`src/rtl/gpio_pkg.sv`:
```
// Register map shared by the GPIO input controller and the GPIO output register decode.
// Latency: n/a (constants only).
// Backpressure: n/a.
package gpio_pkg;

  // Width of the register strobe bus data path
  localparam int GPIO_DATA_W = 8;

  // Input-controller register addresses
  localparam logic [1:0] GPIO_IN_PIN  = 2'd0;  // debounced pin level, read-only
  localparam logic [1:0] GPIO_IN_STAT = 2'd1;  // sticky edge status, write-1-to-clear
  localparam logic [1:0] GPIO_IN_MASK = 2'd2;  // interrupt enable per pin
  localparam logic [1:0] GPIO_IN_SEL  = 2'd3;  // edge select per pin: 1 rising, 0 falling

endpackage : gpio_pkg

```
`src/rtl/gpio_debounce.sv`:
```
// One pin: synchroniser chain, debounce counter, stable level and edge pulses.
// Latency: pin change reaches level_o after SYNC_STAGES+DEB_CYCLES clock edges.
// Backpressure: none; free-running, edges are single-cycle pulses.
module gpio_debounce #(
  parameter int SYNC_STAGES = 2,
  parameter int DEB_CYCLES  = 4
) (
  input  logic clk,
  input  logic rst_n,
  input  logic pin_i,
  output logic level_o,
  output logic rise_o,
  output logic fall_o
);

  localparam int CW = $clog2(DEB_CYCLES) + 1;
  localparam logic [CW-1:0] CNT_LAST = CW'(DEB_CYCLES - 1);

  logic [SYNC_STAGES-1:0] sync_q, sync_d;
  logic [CW-1:0]          cnt_q, cnt_d;
  logic                   lvl_q, lvl_d;
  logic                   s;

  // Shift the raw pin into the metastability chain; oldest stage is the sampled value
  always_comb begin
    sync_d = {sync_q[SYNC_STAGES-2:0], pin_i};
  end

  assign s = sync_q[SYNC_STAGES-1];

  // Accept a new level only after DEB_CYCLES consecutive mismatching samples;
  // any agreeing sample restarts the count so short pulses are dropped
  always_comb begin
    cnt_d = cnt_q;
    lvl_d = lvl_q;
    if (s == lvl_q) begin
      cnt_d = '0;
    end else if (cnt_q == CNT_LAST) begin
      lvl_d = s;
      cnt_d = '0;
    end else begin
      cnt_d = cnt_q + 1'b1;
    end
  end

  // Synchroniser, counter and stable level registers
  always_ff @(posedge clk or negedge rst_n) begin
    if (!rst_n) begin
      sync_q <= '0;
      cnt_q  <= '0;
      lvl_q  <= 1'b0;
    end else begin
      sync_q <= sync_d;
      cnt_q  <= cnt_d;
      lvl_q  <= lvl_d;
    end
  end

  // Edge pulses are taken from the pending level update so status can be
  // latched on the same clock edge that the level changes
  assign level_o = lvl_q;
  assign rise_o  = ~lvl_q &  lvl_d;
  assign fall_o  =  lvl_q & ~lvl_d;

endmodule : gpio_debounce

```
`src/rtl/gpio_in_ctrl.sv`:
```
// GPIO input controller: debounced pins, sticky W1C edge status, maskable level irq.
// Latency: pin to PIN register SYNC_STAGES+DEB_CYCLES edges; register writes take effect next edge.
// Backpressure: none; single-cycle write strobe always accepted, reads are combinational.
module gpio_in_ctrl
  import gpio_pkg::*;
#(
  parameter int WIDTH       = 8,
  parameter int SYNC_STAGES = 2,
  parameter int DEB_CYCLES  = 4
) (
  input  logic             clk,
  input  logic             rst_n,
  input  logic [WIDTH-1:0] gpio_in,
  input  logic [1:0]       addr,
  input  logic             we,
  input  logic [7:0]       wdata,
  output logic [7:0]       rdata,
  output logic             irq
);

  logic [WIDTH-1:0] level;
  logic [WIDTH-1:0] rise;
  logic [WIDTH-1:0] fall;
  logic [WIDTH-1:0] edge_hit;

  logic [WIDTH-1:0] stat_q, stat_d;
  logic [WIDTH-1:0] mask_q, mask_d;
  logic [WIDTH-1:0] sel_q,  sel_d;
  logic [WIDTH-1:0] wbits;

  // One independent synchroniser/debouncer per pin
  for (genvar i = 0; i < WIDTH; i++) begin : g_pin
    gpio_debounce #(
      .SYNC_STAGES (SYNC_STAGES),
      .DEB_CYCLES  (DEB_CYCLES)
    ) u_deb (
      .clk     (clk),
      .rst_n   (rst_n),
      .pin_i   (gpio_in[i]),
      .level_o (level[i]),
      .rise_o  (rise[i]),
      .fall_o  (fall[i])
    );
  end

  assign wbits = wdata[WIDTH-1:0];

  // Pick the edge polarity each pin reports, using the registered select so a
  // select change never fabricates an edge of its own
  always_comb begin
    edge_hit = (rise & sel_q) | (fall & ~sel_q);
  end

  // Register file next state: W1C status where a new edge beats a clear,
  // plain read/write mask and select; PIN writes have no target
  always_comb begin
    stat_d = stat_q;
    mask_d = mask_q;
    sel_d  = sel_q;
    if (we && (addr == GPIO_IN_STAT)) begin
      stat_d = stat_q & ~wbits;
    end
    if (we && (addr == GPIO_IN_MASK)) begin
      mask_d = wbits;
    end
    if (we && (addr == GPIO_IN_SEL)) begin
      sel_d = wbits;
    end
    stat_d = stat_d | edge_hit;
  end

  // Register file state
  always_ff @(posedge clk or negedge rst_n) begin
    if (!rst_n) begin
      stat_q <= '0;
      mask_q <= '0;
      sel_q  <= '0;
    end else begin
      stat_q <= stat_d;
      mask_q <= mask_d;
      sel_q  <= sel_d;
    end
  end

  // Read mux, zero-extended above WIDTH
  always_comb begin
    rdata = '0;
    case (addr)
      GPIO_IN_PIN:  rdata[WIDTH-1:0] = level;
      GPIO_IN_STAT: rdata[WIDTH-1:0] = stat_q;
      GPIO_IN_MASK: rdata[WIDTH-1:0] = mask_q;
      GPIO_IN_SEL:  rdata[WIDTH-1:0] = sel_q;
      default:      rdata = '0;
    endcase
  end

  // Interrupt built from flops only, so raw pin activity cannot glitch it
  assign irq = |(stat_q & mask_q);

endmodule : gpio_in_ctrl

```
`config.mk`:
```
export PLATFORM = sky130hd
export DESIGN_NAME = gpio_in_ctrl
export DESIGN_NICKNAME = d
export VERILOG_FILES = /design/src/rtl/gpio_pkg.sv /design/src/rtl/gpio_debounce.sv /design/src/rtl/gpio_in_ctrl.sv
export SDC_FILE = /design/constraint.sdc
export NUM_CORES = 1
export LEC_CHECK = 0
export BUFFER_PORTS_ARGS = -buffer_cell sky130_fd_sc_hd__buf_2
export CORE_ASPECT_RATIO = 1.25
export CORE_UTILIZATION = 50
export DETAILED_ROUTE_END_ITERATION = 10
export GPL_ROUTABILITY_DRIVEN = 0
export PLACE_DENSITY = 0.81
export SKIP_CTS_REPAIR_TIMING = 1
export SLEW_MARGIN = 40
export SYNTH_ARGS = -nofsm -noshare
export SYNTH_HDL_FRONTEND = slang
export SYNTH_HIERARCHICAL = 1
export SYNTH_SLANG_ARGS = --single-unit
```
`constraint.sdc`:
```
create_clock -name clk -period 1.7 [get_ports clk]
set_input_delay 0.085 -clock clk [delete_from_list [all_inputs] [get_ports clk]]
set_output_delay 0.085 -clock clk [all_outputs]
set_load 0.01 [all_outputs]
```
==> reports/results.ini <==
[yosys]
ys_seq_elements = 72
yosysWarnings = 6
syn_nets = 234
ys_types = 23
syn_area_per_cell_sq_um = 15.6
syn-cell-area_sq_mm = 0.00320
ys_seq_area_share_pct = 56.3
synthCells = 205

[finish]
nets = 281
antenna_cells = 0
area_delta_synth_final_pct = 18.6
most-common-layout-cells = dfrtp_1, nor3b_1, buf_2, mux2_2, dlygate4sd3_1
drive_above_1_share_pct = 31.3
fillCellCount = 484
final_core_util_pct = 61.5
final_common_cell = dfrtp_1

[global_route]
grt_pass1_vias = 1911
antenna_found_initial = 0
grtUsageTotal_pct = 18.8
grt_start_max_net_pins = 73
grt_pass1_wl_mm = 9.10
globalRoute.totalOverflow = 0

[timing]
max_slew_margin_pct = 73.7
postLayoutSetupSlackWorst_ns = 0.144
fin_crit_ns = 1.56
worst_pin_slew_ns = 0.394
clock-skew-final_ns = 0.00551
max_freq_mhz = 643
hold_violations = 2
final_max_slew_viol_count = 0
holdWs_ns = -0.00554
rsz0062_at_grt = no
setup_tns_ns = 0
period_share_pct = 91.5
finalSetupViolations = 0

[detailed_routing]
wirelength_mm = 5.43
drtIter0Drc = 100
via_count = 1893
drc = 0
dr.pass1.iters = 4
viasPerCell = 5.55
antenna_left = 0
wl_per_cell_um = 15.9

[power_and_ir_drop]
leakage_nw = 1.67
power_density_mw_per_mm2 = 1430
vdd_ir_drop_max_mv = 0.674

[clock_network]
root_buffer = clkbuf_8
h-tree-depth = 3
cts_tree = yes
clkLatencyLatePin_ns = 0.35
cts_buffer_depth = 2
cts.sinks = 72
numCtsBuffers = 9
clk_transition_reported_paths_ns = 0.08

[die]
rows = 32
dieHeight_um = 91.4
die_w_um = 73.5
coreArea_sq_mm = 0.00617
io_pins = 30
start_util_pct = 51.9
die_area_sq_mm = 0.00672

[setup_path]
r2r_cells = 5
crit_end = rdata[1]
path_cells = mux4_1 > buf_2
start_kind = flop
cp.required_ns = 1.62
slowest_delay_ns = 0.52
critPathKind = flop to primary output
worst_path_max_delay_cell = mux4_1
end_kind = primary output
cp-startpoint = g_pin[1].u_deb/level_o$_DFF_PN0_
worst-r2r-setup-slack_ns = 0.39
crit_arrival_ns = 1.47
worstPathMaxFanout = 5
crit-reg2reg-launch = g_pin[0].u_deb/cnt_q[0]$_DFF_PN0_
r2r_end = stat_q[0]$_DFF_PN0_

[status]
violations = negative hold slack
status = complete, but fails checks

[placement]
io_buffer_count = 29
place_ws_ns = 0.411
dp_hpwl_mm = 3.53

[flow_run]
drv_cap = 0

[min_path]
hold_class = input pin to flop

[registers in the layout, indices dropped and copies added (netlist names)]
| signal | cells |
|---|---|
| stat_q | 8 |
| g_pin.u_deb/level_o | 8 |
| mask_q | 8 |
| sel_q | 8 |
| g_pin.u_deb/sync_q | 16 |
| g_pin.u_deb/cnt_q | 24 |
[per-layer routing]
metal | track usage [%] | share of wire [%] | up-vias
met5 | 0 | 0 | -
met4 | 9.46 | 2.5 | 0
met3 | 5.66 | 4.2 | 15
met2 | 28.4 | 49 | 41
met1 | 24.1 | 44 | 956
li1 | - | - | 881
[cell usage after synthesis, drive strengths merged]
master | instances | area, sq um
nor3 | 1 | 5.00
ha | 8 | 100
nand4b | 8 | 70.1
nand3b | 1 | 20.0
dfrtp | 72 | 1800
buf | 5 | 53.8
mux2 | 24 | 270
a22oi | 4 | 30.0
nand3 | 1 | 17.5
nand2b | 8 | 103
nor3b | 32 | 240
xnor2 | 8 | 70.1
mux4 | 8 | 206
and3b | 7 | 61.3
a221o | 8 | 80.1
nor2b | 9 | 63.8
nand4 | 1 | 6.26
[metrics by stage]
step	cells	cell area [sq um]	power (mW)
after global placement	316	3440	3.62
final	341	3790	5.42
after floorplan	205	3200	3.31
after global routing	341	3790	5.74
after CTS	331	3690	5.46
after detailed placement	316	3440	3.71
[cell type report]
| type | count | area [sq um] | share of cell area, % |
|---|---|---|---|
| clock buffers | 9 | 124 | 3.27 |
| well taps | 85 | 106 | 2.80 |
| clock inverters | 6 | 133 | 3.50 |
| flip-flops and latches | 72 | 1800 | 47.5 |
| repair buffers | 41 | 285 | 7.52 |
| multi-input cells | 128 | 1340 | 35.4 |
[power by group]
| part | internal (mW) | switching [mW] |
|---|---|---|
| registers | 2.12 | 0.336 |
| logic | 0.723 | 0.503 |
| clock network | 1.11 | 0.624 |
| total | 3.95 | 1.46 |
[worst max-delay path: cells and delay by family (launching register included)]
kind     cells  cell delay, ns
buf+inv      1            0.16
mux          1            0.52
flops        1            0.44
[logic make-up after synthesis]
| family | Yosys count | share of synthesized area, % |
|---|---|---|
| buffers and inverters | 5 | 1.68 |
| multiplexers | 32 | 14.9 |
| flip-flops | 72 | 56.3 |
| AO/OA/AOI/OAI | 12 | 3.44 |
| adder cells (fa/ha/maj) | 8 | 3.13 |
| AND/OR/NAND/NOR | 68 | 18.3 |
| XOR/XNOR | 8 | 2.19 |
[how the worst min path moves through the flow]
stage | from | end | slack, ns | cells past startpoint
2_1_floorplan | rst_n | g_pin[0].u_deb/cnt_q[0]$_DFF_PN0_ | -0.21 | 0
3_3_place_gp | rst_n | g_pin[2].u_deb/sync_q[1]$_DFF_PN0_ | 0.14 | 2
3_5_place_dp | rst_n | g_pin[2].u_deb/cnt_q[1]$_DFF_PN0_ | 0.14 | 2
4_1_cts | rst_n | g_pin[5].u_deb/cnt_q[2]$_DFF_PN0_ | -0.23 | 2
5_1_grt | wdata[0] | mask_q[0]$_DFFE_PN0P_ | 0.002 | 2
6_report | wdata[7] | sel_q[7]$_DFFE_PN0P_ | -0.006 | 2
No activity file was read; power rests on OpenSTA's default activity.
